==> src/rtl/chip8_timer_bank_pkg.sv <==
// chip8_timer_bank_pkg
//   Shared constants for the CHIP-8 timer bank: channel assignments, the
//   nominal tick rate and counter width, plus the prescaler divide helper.
//   Imported by chip8_timer_bank and timer_prescaler.
package chip8_timer_bank_pkg;

    localparam int unsigned CHIP8_DT_CH   = 0;
    localparam int unsigned CHIP8_ST_CH   = 1;
    localparam int unsigned CHIP8_TICK_HZ = 60;
    localparam int unsigned CHIP8_TIMER_W = 8;

    typedef enum int unsigned {
        CH_DT = CHIP8_DT_CH,
        CH_ST = CHIP8_ST_CH
    } chip8_ch_e;

    // Clocks per timer tick; integer divide, evaluated at elaboration.
    function automatic int unsigned calc_div(input int unsigned clk_hz,
                                             input int unsigned tick_hz);
        return clk_hz / tick_hz;
    endfunction

endpackage

==> src/rtl/timer_prescaler.sv <==
// timer_prescaler
//   Free-running divider counting 0..DIV-1 while en is high. tick is a
//   registered one-cycle pulse in the cycle after the count wraps.
//   With CLR_IDLE set, en low also clears the count (used for the tone
//   divider so every burst starts from 0); otherwise en low holds it.
// Ports:
//   clk  - system clock
//   rst  - asynchronous active-high reset
//   en   - count enable
//   tick - wrap pulse (registered)
module timer_prescaler
    import chip8_timer_bank_pkg::*;
#(
    parameter int unsigned DIV      = 2,
    parameter bit          CLR_IDLE = 1'b0
) (
    input  logic clk,
    input  logic rst,
    input  logic en,
    output logic tick
);

    localparam int unsigned  W    = (DIV > 2) ? $clog2(DIV) : 1;
    localparam logic [W-1:0] LAST = W'(DIV - 1);

    logic [W-1:0] cnt;

    always_ff @(posedge clk or posedge rst) begin
        if (rst) begin
            cnt  <= '0;
            tick <= 1'b0;
        end else if (en) begin
            if (cnt == LAST) begin
                cnt  <= '0;
                tick <= 1'b1;
            end else begin
                cnt  <= cnt + 1'b1;
                tick <= 1'b0;
            end
        end else begin
            tick <= 1'b0;
            if (CLR_IDLE) begin
                cnt <= '0;
            end
        end
    end

endmodule

==> src/rtl/chip8_timer_bank.sv <==
// chip8_timer_bank
//   Bank of NUM_CH CHIP-8 countdown timers decremented at TICK_HZ.
//   Channel 0 is the delay timer, channel 1 the sound timer.
//   Optional tone output enabled by defining CHIP8_TIMER_TONE_EN; when
//   undefined the tone logic is absent and tone_o is tied low.
// Ports:
//   clk, rst        - clock, asynchronous active-high reset
//   en              - prescaler enable (low freezes ticks and decrements)
//   ld_en/ld_sel/ld_val - one-cycle load of a channel counter
//   rd_en/rd_sel    - read request; rd_q/rd_v return data one cycle later
//   tick_o          - one-cycle pulse per prescaler wrap
//   nz_o            - per-channel counter-non-zero flags
//   tone_o          - square wave while channel TONE_CH is non-zero
module chip8_timer_bank
    import chip8_timer_bank_pkg::*;
#(
    parameter int unsigned NUM_CH   = 2,
    parameter int unsigned CNT_W    = CHIP8_TIMER_W,
    parameter int unsigned CLK_HZ   = 25000000,
    parameter int unsigned TICK_HZ  = CHIP8_TICK_HZ,
    parameter int unsigned TONE_CH  = CHIP8_ST_CH,
    parameter int unsigned TONE_DIV = 28409,
    localparam int unsigned SEL_W   = (NUM_CH > 1) ? $clog2(NUM_CH) : 1
) (
    input  logic              clk,
    input  logic              rst,
    input  logic              en,
    input  logic              ld_en,
    input  logic [SEL_W-1:0]  ld_sel,
    input  logic [CNT_W-1:0]  ld_val,
    input  logic              rd_en,
    input  logic [SEL_W-1:0]  rd_sel,
    output logic [CNT_W-1:0]  rd_q,
    output logic              rd_v,
    output logic              tick_o,
    output logic [NUM_CH-1:0] nz_o,
    output logic              tone_o
);

    localparam int unsigned DIV = calc_div(CLK_HZ, TICK_HZ);

    logic             tick;
    logic [CNT_W-1:0] cnt [NUM_CH];
    logic [CNT_W-1:0] rd_mux;

    timer_prescaler #(
        .DIV      (DIV),
        .CLR_IDLE (1'b0)
    ) u_tick (
        .clk  (clk),
        .rst  (rst),
        .en   (en),
        .tick (tick)
    );

    // Decrements are applied on the edge where the registered tick is high.
    assign tick_o = tick;

    always_comb begin
        for (int unsigned i = 0; i < NUM_CH; i++) begin
            nz_o[i] = (cnt[i] != '0);
        end
    end

    // Out-of-range selects match no channel and read back as 0.
    always_comb begin
        rd_mux = '0;
        for (int unsigned i = 0; i < NUM_CH; i++) begin
            if (rd_sel == SEL_W'(i)) begin
                rd_mux = cnt[i];
            end
        end
    end

    always_ff @(posedge clk or posedge rst) begin
        if (rst) begin
            for (int unsigned i = 0; i < NUM_CH; i++) begin
                cnt[i] <= '0;
            end
            rd_q <= '0;
            rd_v <= 1'b0;
        end else begin
            // Load wins over a same-edge decrement; out-of-range ld_sel
            // matches no channel and is dropped.
            for (int unsigned i = 0; i < NUM_CH; i++) begin
                if (ld_en && (ld_sel == SEL_W'(i))) begin
                    cnt[i] <= ld_val;
                end else if (tick && (cnt[i] != '0)) begin
                    cnt[i] <= cnt[i] - 1'b1;
                end
            end
            rd_v <= rd_en;
            if (rd_en) begin
                rd_q <= rd_mux;
            end
        end
    end

`ifdef CHIP8_TIMER_TONE_EN
    logic tone_tick;

    timer_prescaler #(
        .DIV      (TONE_DIV),
        .CLR_IDLE (1'b1)
    ) u_tone (
        .clk  (clk),
        .rst  (rst),
        .en   (nz_o[TONE_CH]),
        .tick (tone_tick)
    );

    always_ff @(posedge clk or posedge rst) begin
        if (rst) begin
            tone_o <= 1'b0;
        end else if (!nz_o[TONE_CH]) begin
            tone_o <= 1'b0;
        end else if (tone_tick) begin
            tone_o <= ~tone_o;
        end
    end
`else
    assign tone_o = 1'b0;
`endif

endmodule

==> config.mk <==
export PLATFORM = sky130hd
export DESIGN_NAME = chip8_timer_bank
export DESIGN_NICKNAME = d
export VERILOG_FILES = /design/src/rtl/chip8_timer_bank_pkg.sv /design/src/rtl/timer_prescaler.sv /design/src/rtl/chip8_timer_bank.sv
export SDC_FILE = /design/constraint.sdc
export NUM_CORES = 1
export LEC_CHECK = 0
export ABC_CLOCK_PERIOD_IN_PS = 2400
export BUFFER_PORTS_ARGS = -buffer_cell sky130_fd_sc_hd__buf_4
export CAP_MARGIN = 40
export CORE_ASPECT_RATIO = 1.2
export CORE_MARGIN = 8
export CORE_UTILIZATION = 35
export DETAILED_ROUTE_END_ITERATION = 10
export SLEW_MARGIN = 20
export SYNTH_ARGS = -nofsm -noshare
export SYNTH_HDL_FRONTEND = slang
export SYNTH_HIERARCHICAL = 1
export SYNTH_SLANG_ARGS = --single-unit
==> constraint.sdc <==
create_clock -name clk -period 2.4 [get_ports clk]
set_input_delay 0.12 -clock clk [delete_from_list [all_inputs] [get_ports clk]]
set_output_delay 0.12 -clock clk [all_outputs]
set_load 0.01 [all_outputs]
### Word-level counts from Yosys, hierarchy flattened

Cells that the tools add are included.

* output and inout bits: 13
* register bits: 45
* logic and storage cells: 27
* bits of input ports: 15

* $add $sub $neg: 3
* reduce and logical (&&, ||, !) cells: 8
* bitwise operators: 1
* equal/unequal tests: 1
* muxes and demuxes: 8

Operator list (count)
* 2-to-1 mux 8 bit: 5
* adder 19 x 1 -> 19 bit (second input constant): 1
* equality test 19 bit (second input constant): 1
* 2-to-1 mux 19 bit: 1
* nonzero test 8 bit: 2
* subtractor 8 x 1 -> 8 bit (second input constant): 2
* logical AND 1 bit: 4
* nonzero test 2 bit: 2
* 2-to-1 mux 1 bit: 2
* NOT 1 bit: 1

### Logic depth before layout (Yosys ltp)

Gate-level depths: netlist (run 1).

* word-level depth: 4
* mapped depth: 6
* mapped depth without buffers: 6

### Hierarchy

Netlist (run 1), hierarchy kept.

Modules (own cells, without submodules)
* chip8_timer_bank: area an instance 1423.9 µm², cells an instance 152, seq. area each 625.6 µm², times used 1
* timer_prescaler: area an instance 994.7 µm², cells an instance 101, seq. area each 500.5 µm², times used 1

### Worst setup path after synthesis (run 1)

OpenSTA, ideal clock, no wires.

* path kind: register to register
* start: register cnt[0] (netlist name)
* end: register cnt[1] (netlist name)
* setup time: 125 ps
* required time: 2275 ps
* arrival: 1706 ps
* clock period less this slack: 1831 ps
* stages on the path, launching flop included: 7
* buffers on the path: 0
* path slack: 569 ps
* cell sequence: dfrtp_1 inv_1 ha_1 nor3b_1 a21boi_0 mux2i_1 mux2_2

==> results_dict.tcl, run 1 <==
set metrics [dict create \
    worst_slew_margin_rel_pct 62.2 \
    cpMaxStageDelayCell "dfrtp_1" \
    fmax_mhz 541 \
    vias_per_cell 5.08 \
    final_core_util_pct 41.6 \
    synthMuxAreaShare_pct 5.90 \
    synth_top_area_cell "dfrtp_1" \
    p_comb_share_pct 20.2 \
    drt-total-wl_um 5370 \
    total_power_uw 1870 \
    hold_path_depth 1 \
    fin_crit_ns 1.85 \
    synth_top_area_share_pct 46.6 \
    cts_setup_buffers 0 \
    synth-seq-area-share_pct 46.6 \
    antenna_found_initial 0 \
    grt_max_degree 26 \
    yosysWarnings 6 \
    finalHoldViolCount 0 \
    hold_ws_ns 0.0509 \
    grt_pass1_vias 1875 \
    rsz0062_at_grt "no" \
    initial_utilization_pct 35.7 \
    syn_inst 253 \
    dieArea_mm2 0.00984 \
    clock_power_share_pct 24.2 \
    rows 33 \
    ys_types 43 \
    grt_pass1_wl_um 9160 \
    die_w_um 91.9 \
    setup_viol 0 \
    cts_buffers 5 \
    core-area_mm2 0.00677 \
    grt_use_total_pct 11.4 \
    dp_slack_ns 0.566 \
    cts_tree "yes" \
    synth_top_flop_cell "dfrtp_1" \
    cts_resized 0 \
    drt-initial-drc-count 76 \
    clock_sinks 45 \
    synth_top_family_by_area "simple AND/OR/NAND/NOR gates" \
    finalClockSkew_ns 0.00709 \
    slew_violations 0 \
    switching_share_pct 32.7 \
    clock_path_buffers 2 \
    cap_violations 0 \
    place_congestion 0.882 \
    crit_required_ns 2.58 \
    cts_root_buffer "clkbuf_8" \
    firstDrtPassIters 4 \
    fin_nets 301 \
    synth_compound_area_share_pct 9.73 \
    min_from "rd_en" \
    path_clk_slew_ns 0.08 \
    r2r-start "cnt[0]" \
    ir_drop_uv 331 \
    dp_hpwl_um 4020 \
    via_count 1881 \
    tightest_slew_ns 0.565 \
    boundaryPins 28 \
    synth_edf_count 0 \
    async_flop_share_pct 100 \
    gr-total-overflow 0 \
    r2r-end "cnt[1]" \
    outcome "finished clean" \
    synthToLayoutAreaGrowth_pct 16.4 \
    synthSimpleGateAreaFrac_pct 23.5 \
    power.leakage_uw 0.00117 \
    cellPowerDensity_mw_per_mm2 665 \
    end_kind "flip-flop" \
    slowest_delay_ns 0.42 \
    path_cells "inv_1, ha_1, nor3b_1, buf_4, a21boi_0, mux2i_1, mux2_2" \
    diodes 0 \
    fin_crit_sh_pct 77.0 \
    ys_ff_latch 45 \
    place.port_buffers 26 \
    start_kind "flip-flop" \
    worstSetupPathType "reg2reg" \
    p_seq_share_pct 55.6 \
    die_h_um 107 \
    path_max_fanout 5 \
    worst_slack_ns 0.552 \
    wl_per_cell_um 14.5 \
    ctsHoldBuffers 1 \
    insertion_delay_ns 0.29 \
    power.switching_uw 612 \
    cts.htree.levels 2 \
    ant_nets 0 \
    setup_tns_ns 0 \
    min_path_type "in2reg" \
    worstRegToRegCells 7 \
    synth.net_count 272 \
    worst-r2r-setup-slack_ns 0.55 \
    synthAdderAreaFrac_pct 2.07 \
    synth_area_leaders "dfrtp_1 47%, xnor2_1 6.2%, nor2_1 5.4%, mux2i_1 5.0%, a21oi_1 4.8%" \
    syn_area_per_cell_um2 9.56 \
    crit_arrival_ns 2.02 \
    netlist_area_mm2 0.00242 \
    drive_above_1_share_pct 17.0 \
    drc 0 \
    min_to "rd_v" \
    internal-power_uw 1260 \
    synthXorXnorAreaFrac_pct 7.97 \
]
through the flow:
| stage | area [um^2] | instances |
|---|---|---|
| final | 2820 | 370 |
| after global routing | 2820 | 370 |
| after CTS | 2800 | 369 |
| after detailed placement | 2710 | 360 |
| after global placement | 2710 | 360 |
| after floorplan | 2420 | 253 |
flip-flops by register name (all words and copies together), names as in the netlist:
register,count
rd_q,8
cnt,16
rd_v,1
u_tick/cnt,19
u_tick/tick,1
synth_stat cells (all sizes together), types with 2 or more instances:
library cell and number:
dfrtp 45, nor2 35, a21oi 23, nand2 18
xnor2 17, mux2i 12, inv 11, nand3 9
nor4 9, nand4 8, nor3 6, buf 5
clkbuf 5, xor2 5, a211oi 4, a31oi 4
ha 4, nor4b 4, o21ai 4, a21boi 2
and4 2, mux2 2, nand3b 2, nor3b 2
or2 2, or3 2, or4b 2
power groups by stage:
stage                     Clock (uW)  Combinational (uW)  Sequential, uW
after floorplan                    0                 267            1020
final                            453                 379            1040
after global routing             495                 435            1060
after global placement             0                 374            1050
after CTS                        475                 381            1040
after detailed placement           0                 376            1050
cells in the final DEF, fill, tap and decap left out, types with 3 or more instances in the layout:
cell and instances:
xnor2_1 17, nand2_1 18, o21ai_0 4, nor3_1 6, clkbuf_8 5, nor4_1 7, nor4b_1 3, xor2_1 5
mux2i_1 12, nand3_1 9, a21oi_1 23, buf_4 31, ha_1 4, a31oi_1 4, inv_1 11, nand4_1 8
a211oi_1 3, nor2_1 35, dfrtp_1 45
cell type report:
class / count / area [um^2]
Sequential cell: 45 / 1130
Multi-Input combinational cell: 186 / 1200
Inverter: 11 / 41.3
Clock buffer: 6 / 72.6
Clock inverter: 2 / 10.0
Timing Repair Buffer: 33 / 258
Fill cell: 692 / 3960
Tap cell: 87 / 109
routing by layer:
layer | global-route usage, % | routed length [um] | up-vias
met5 | 0 | 0 | -
met2 | 19.5 | 2740 | 37
li1 | - | - | 952
met3 | 2.59 | 184 | 10
met4 | 4.61 | 61 | 0
met1 | 13.4 | 2380 | 882
cell families (layout without fill, tap and decap cells):
family / after synthesis / after routing
compound gates: 40 / 40
xor+xnor: 22 / 22
fa+ha+maj: 4 / 4
buf+inv: 22 / 52
flops: 45 / 45
mux: 14 / 14
other cells: 1 / 1
simple gates: 105 / 105
worst max-delay path: cells and delay by family (launching register included):
kind            cells  cell delay (ns)
mux                 2             0.38
simple gates        1             0.15
compound gates      1             0.34
buf+inv             2             0.22
fa+ha+maj           1             0.23
flops               1             0.42
how the worst max path moves through the flow:
stage | startpoint | endpoint | depth (start not counted)
6_report | cnt[0] | cnt[1] | 7
3_3_place_gp | cnt[0] | cnt[1] | 7
4_1_cts | cnt[0] | cnt[1] | 7
5_1_grt | cnt[0] | cnt[1] | 7
2_1_floorplan | cnt[0] | cnt[1] | 6
3_5_place_dp | cnt[0] | cnt[1] | 7
No activity file was read; power rests on OpenSTA's default activity.
==> run 2, diff against run 1 <==
--- a/config.mk
+++ b/config.mk
@@ -5,7 +5,7 @@
 export SDC_FILE = /design/constraint.sdc
 export NUM_CORES = 1
 export LEC_CHECK = 0
-export ABC_CLOCK_PERIOD_IN_PS = 2400
+export ABC_CLOCK_PERIOD_IN_PS = 1700
 export BUFFER_PORTS_ARGS = -buffer_cell sky130_fd_sc_hd__buf_4
 export CAP_MARGIN = 40
 export CORE_ASPECT_RATIO = 1.2
==> constraint.sdc (replaced) <==
create_clock -name clk -period 1.7 [get_ports clk]
set_input_delay 0.085 -clock clk [delete_from_list [all_inputs] [get_ports clk]]
set_output_delay 0.085 -clock clk [all_outputs]
set_load 0.01 [all_outputs]
==> results_dict.tcl, run 2 (synthesis results as in run 1) <==
set metrics [dict create \
    r2r-end "u_tick/cnt[18]" \
    firstDrtPassIters 4 \
    met3_usage_pct 2.80 \
    ir_drop_uv 566 \
    p_comb_share_pct 26.2 \
    fin_crit_ns 1.67 \
    initial_utilization_pct 35.7 \
    diodes 0 \
    worstRegToRegCells 5 \
    insertion_delay_ns 0.30 \
    clock_path_buffers 2 \
    drt-total-wl_um 5900 \
    grt_max_degree 26 \
    antenna_found_initial 0 \
    worst_slack_ns 0.0265 \
    drc 0 \
    dp_hpwl_um 4390 \
    final_common_cell "buf_4" \
    fin_nets 329 \
    largest_register_ffs 19 \
    finalHoldViolCount 0 \
    crit_required_ns 1.93 \
    drt-initial-drc-count 48 \
    grt_pass1_wl_um 9780 \
    boundaryPins 28 \
    switching_share_pct 31.0 \
    p_seq_share_pct 47.2 \
    crit_arrival_ns 1.91 \
    place_congestion 0.888 \
    outcome "finished clean" \
    dp_slack_ns 0.0514 \
    cap_violations 0 \
    path_clk_slew_ns 0.09 \
    place.port_buffers 26 \
    vias_per_cell 5.06 \
    power.leakage_uw 0.00134 \
    end_kind "flip-flop" \
    die_h_um 107 \
    grt_use_total_pct 12.4 \
    reg_top3 "u_tick/cnt (19), cnt (16), rd_q (8)" \
    fin_cells 397 \
    cts_buffers 5 \
    path_max_fanout 4 \
    die_w_um 91.9 \
    setup_tns_ns 0 \
    hold_path_depth 1 \
    total_power_uw 2990 \
    worstSetupPathType "reg2reg" \
    via_count 2007 \
    finalClockSkew_ns 0.00896 \
    worst-r2r-setup-slack_ns 0.03 \
    cts_root_buffer "clkbuf_8" \
    cts.htree.levels 2 \
    fmax_mhz 598 \
    cellPowerDensity_mw_per_mm2 952 \
    start_kind "flip-flop" \
    slew_violations 0 \
    synthToLayoutAreaGrowth_pct 29.8 \
    clock_sinks 45 \
    internal-power_uw 2060 \
    grt_pass1_vias 1981 \
    ant_nets 0 \
    met2_usage_pct 21.4 \
    layout_common_cells "56 x buf_4, 43 x dfrtp_1, 35 x nor2_1, 22 x a21oi_1" \
    regMostFlops "u_tick/cnt" \
    rsz0062_at_grt "yes" \
    cts_tree "yes" \
    use_met1_pct 14.3 \
    setup_viol 0 \
    min_to "rd_v" \
    gr-total-overflow 0 \
    core-area_mm2 0.00677 \
    top_usage_layer "met2" \
    fin_crit_sh_pct 98.4 \
    dpl.cell_count 385 \
    min_from "rd_en" \
    hold_ws_ns 0.0105 \
    r2r-start "u_tick/cnt[1]" \
    wl_per_cell_um 14.9 \
    drive_above_1_share_pct 29.4 \
    rows 33 \
    min_path_type "in2reg" \
    power.switching_uw 928 \
    dieArea_mm2 0.00984 \
    clock_power_share_pct 26.7 \
    fillers 651 \
]
[run 2: cell count changes in the layout (fill, tap and decap cells not counted), moves of 2 or more]
cell,previous run,this run
nor4_1,7,5
inv_2,0,2
ha_4,0,2
ha_1,4,1
dfrtp_2,0,2
dfrtp_1,45,43
buf_4,31,56
inv_1,11,9
[run 2: metal layers]
metal | part of all wire (%) | routed length (um)
met1 | 43 | 2540
met5 | 0 | 0
met3 | 3.2 | 190
met2 | 52 | 3070
met4 | 1.7 | 99
[run 2: worst max-delay path, cell delays in order (launching register included)]
cell and delay (ns):
dfrtp_1 0.40, ha_2 0.20, nand4_1 0.12, or4_4 0.44, or3_4 0.34, a21oi_2 0.11
[run 2: timing repair]
item | in CTS | in global routing
hold buffers | 2 | 0
setup endpoints to repair | 1 | 21
endpoints found under the hold margin | 46 | 0
gates cloned | 0 | 1
gates resized for setup | 0 | 24
pin swaps | 0 | 3
buffers inserted | 1 | 0
[run 2: power groups by stage]
stage	Combinational [uW]	Clock [uW]	Sequential, uW
finish	782	798	1410
global route	878	866	1440
CTS	755	822	1400
detailed placement	742	0	1420
global placement	732	0	1420
floorplan	377	0	1440
[run 2: area by class of cell]
class,count,area [um^2],area share (%)
Clock buffer,5,68.8,2.19
Clock inverter,2,35.0,1.12
Inverter,11,41.3,1.32
Multi-Input combinational cell,186,1280,40.9
Sequential cell,45,1130,36.0
Tap cell,87,109,3.47
Timing Repair Buffer,61,472,15.0
[run 2: stage by stage]
stage | cell area (um^2) | util (%)
finish | 3140 | 46.4
global route | 3140 | 46.4
CTS | 3030 | 44.8
detailed placement | 2900 | 42.8
global placement | 2900 | 42.8
floorplan | 2420 | -
[run 2: worst max-delay path by stage]
stage,startpoint,to,slack [ns],depth (start not counted)
6_report,u_tick/cnt[1],u_tick/cnt[18],0.03,5
5_1_grt,u_tick/cnt[1],u_tick/cnt[18],-0.09,5
4_1_cts,cnt[8],nz_o[0],0.004,6
3_5_place_dp,u_tick/cnt[1],u_tick/cnt[18],0.05,5
3_3_place_gp,u_tick/cnt[1],u_tick/cnt[18],0.09,5
2_1_floorplan,cnt[0],cnt[1],0.05,6
==> run 3, diff against run 2 <==
--- a/config.mk
+++ b/config.mk
@@ -11,8 +11,8 @@
 export CORE_ASPECT_RATIO = 1.2
 export CORE_MARGIN = 8
 export CORE_UTILIZATION = 35
+export CTS_BUF_LIST = sky130_fd_sc_hd__clkbuf_16
 export DETAILED_ROUTE_END_ITERATION = 10
-export SLEW_MARGIN = 20
 export SYNTH_ARGS = -nofsm -noshare
 export SYNTH_HDL_FRONTEND = slang
 export SYNTH_HIERARCHICAL = 1
==> constraint.sdc (replaced) <==
create_clock -name clk -period 1.7 [get_ports clk]
set_input_delay 0.17 -clock clk [delete_from_list [all_inputs] [get_ports clk]]
set_output_delay 0.17 -clock clk [all_outputs]
set_load 0.01 [all_outputs]
==> results_dict.tcl, run 3 (synthesis results as in run 1) <==
set metrics [dict create \
    regMostFlops "u_tick/cnt" \
    wl_per_cell_um 14.6 \
    fin_crit_ns 1.65 \
    dp_hpwl_um 4450 \
    worstSetupPathType "reg2reg" \
    cts_root_buffer "clkbuf_16" \
    dieArea_mm2 0.00984 \
    worst_slew_margin_rel_pct 66.2 \
    setup_viol 0 \
    ir_drop_uv 568 \
    start_kind "flip-flop" \
    grt_use_total_pct 12.2 \
    initial_utilization_pct 35.7 \
    largest_register_ffs 19 \
    cap_violations 0 \
    worstRegToRegCells 5 \
    drive_above_1_share_pct 31.0 \
    firstDrtPassIters 4 \
    outcome "finished clean" \
    drt-initial-drc-count 79 \
    worst-r2r-setup-slack_ns 0.05 \
    end_kind "flip-flop" \
    synthToLayoutAreaGrowth_pct 33.0 \
    final_common_cell "buf_4" \
    finalHoldViolCount 0 \
    min_path_type "in2reg" \
    finalClockSkew_ns 0.00380 \
    gr-total-overflow 0 \
    fin_nets 334 \
    crit_required_ns 1.91 \
    fin_cells 403 \
    dpl.cell_count 391 \
    core-area_mm2 0.00677 \
    fmax_mhz 607 \
    insertion_delay_ns 0.28 \
    ant_nets 0 \
    clock_sinks 45 \
    die_w_um 91.9 \
    path_clk_slew_ns 0.06 \
    path_max_fanout 4 \
    hold_path_depth 1 \
    grt_pass1_vias 2074 \
    power.leakage_uw 0.00140 \
    r2r-end "u_tick/cnt[18]" \
    die_h_um 107 \
    via_count 2029 \
    tightest_slew_ns 0.506 \
    crit_arrival_ns 1.86 \
    cts.htree.levels 2 \
    place.port_buffers 26 \
    antenna_found_initial 0 \
    reg_top3 "u_tick/cnt (19), cnt (16), rd_q (8)" \
    rows 33 \
    drc 0 \
    vias_per_cell 5.03 \
    grt_max_degree 26 \
    clock_path_buffers 2 \
    boundaryPins 28 \
    slew_violations 0 \
    drt-total-wl_um 5900 \
    r2r-start "u_tick/cnt[1]" \
    layout_common_cells "64 x buf_4, 43 x dfrtp_1, 35 x nor2_1, 22 x a21oi_1" \
    fillers 643 \
    grt_pass1_wl_um 9760 \
    fin_crit_sh_pct 96.9 \
    place_congestion 0.883 \
    min_from "rd_en" \
    cts_buffers 5 \
    min_to "rd_v" \
    final_core_util_pct 47.5 \
    cellPowerDensity_mw_per_mm2 972 \
    cts_tree "yes" \
    rsz0062_at_grt "yes" \
    diodes 0 \
]
==> run 3: changes by cell type in the layout (fill, tap and decap cells not counted), sizes merged <==
cell         delta
buf             +6
bufinv          -1
inv             +1
clkinv          +1
dlygate4sd3     -1
==> run 3: worst max path at each step <==
stage          cells after the start  slack (ns)           from             end
3_3_place_gp                       5        0.06  u_tick/cnt[5]   u_tick/cnt[1]
5_1_grt                            5       -0.06  u_tick/cnt[1]  u_tick/cnt[18]
4_1_cts                            6       0.008         cnt[9]         nz_o[0]
3_5_place_dp                       6       -0.02         cnt[9]          cnt[9]
2_1_floorplan                      6        0.05         cnt[0]          cnt[1]
6_report                           5        0.05  u_tick/cnt[1]  u_tick/cnt[18]
==> run 3: final cells by class <==
cell class / instances / area [um^2] / share of cell area (%)
Clock buffer: 5 / 125 / 3.89
Timing Repair Buffer: 66 / 502 / 15.6
Tap cell: 87 / 109 / 3.39
Inverter: 11 / 41.3 / 1.28
Clock inverter: 3 / 13.8 / 0.428
Sequential cell: 45 / 1130 / 35.1
Multi-Input combinational cell: 186 / 1300 / 40.3
==> run 3: timing repair <==
action / CTS / global route
gates resized for setup: 3 / 23
buffers inserted: 2 / 0
gates cloned: 0 / 1
hold buffers: 1 / 0
hold endpoints to repair: 45 / 0
setup endpoints to repair: 2 / 20
pin swaps: 0 / 4
==> run 3: where the power goes <==
part | switching [uW] | internal (uW)
clock | 381 | 534
combinational | 394 | 402
sequential | 175 | 1240
==> run 3: metal layers <==
metal	up-vias	track usage [%]	share of wire, %
met5	-	0	0
met4	0	5.42	1.9
met3	8	2.59	3.1
met2	32	22.0	53
met1	972	13.5	42
li1	1017	-	-
==> run 3: worst max-delay path: stages, from the launching register on <==
cell and delay, ns:
dfrtp_1 0.40, ha_2 0.19, nand4_1 0.11, or4_4 0.43
or3_4 0.34, a21oi_2 0.11
==> run 3: through the flow <==
step	hold slack [ns]	worst slack (ns)	instance area [um^2]	total power, uW	TNS (ns)
finish	0.121	0.0531	3220	3130	0
global route	0.128	-0.0615	3220	3310	-0.0898
global placement	0.225	0.0646	2950	2170	0
CTS	0.114	0.00753	3110	3130	0
detailed placement	0.230	-0.0198	2950	2180	-0.0198
floorplan	0.134	0.0485	2420	1810	0
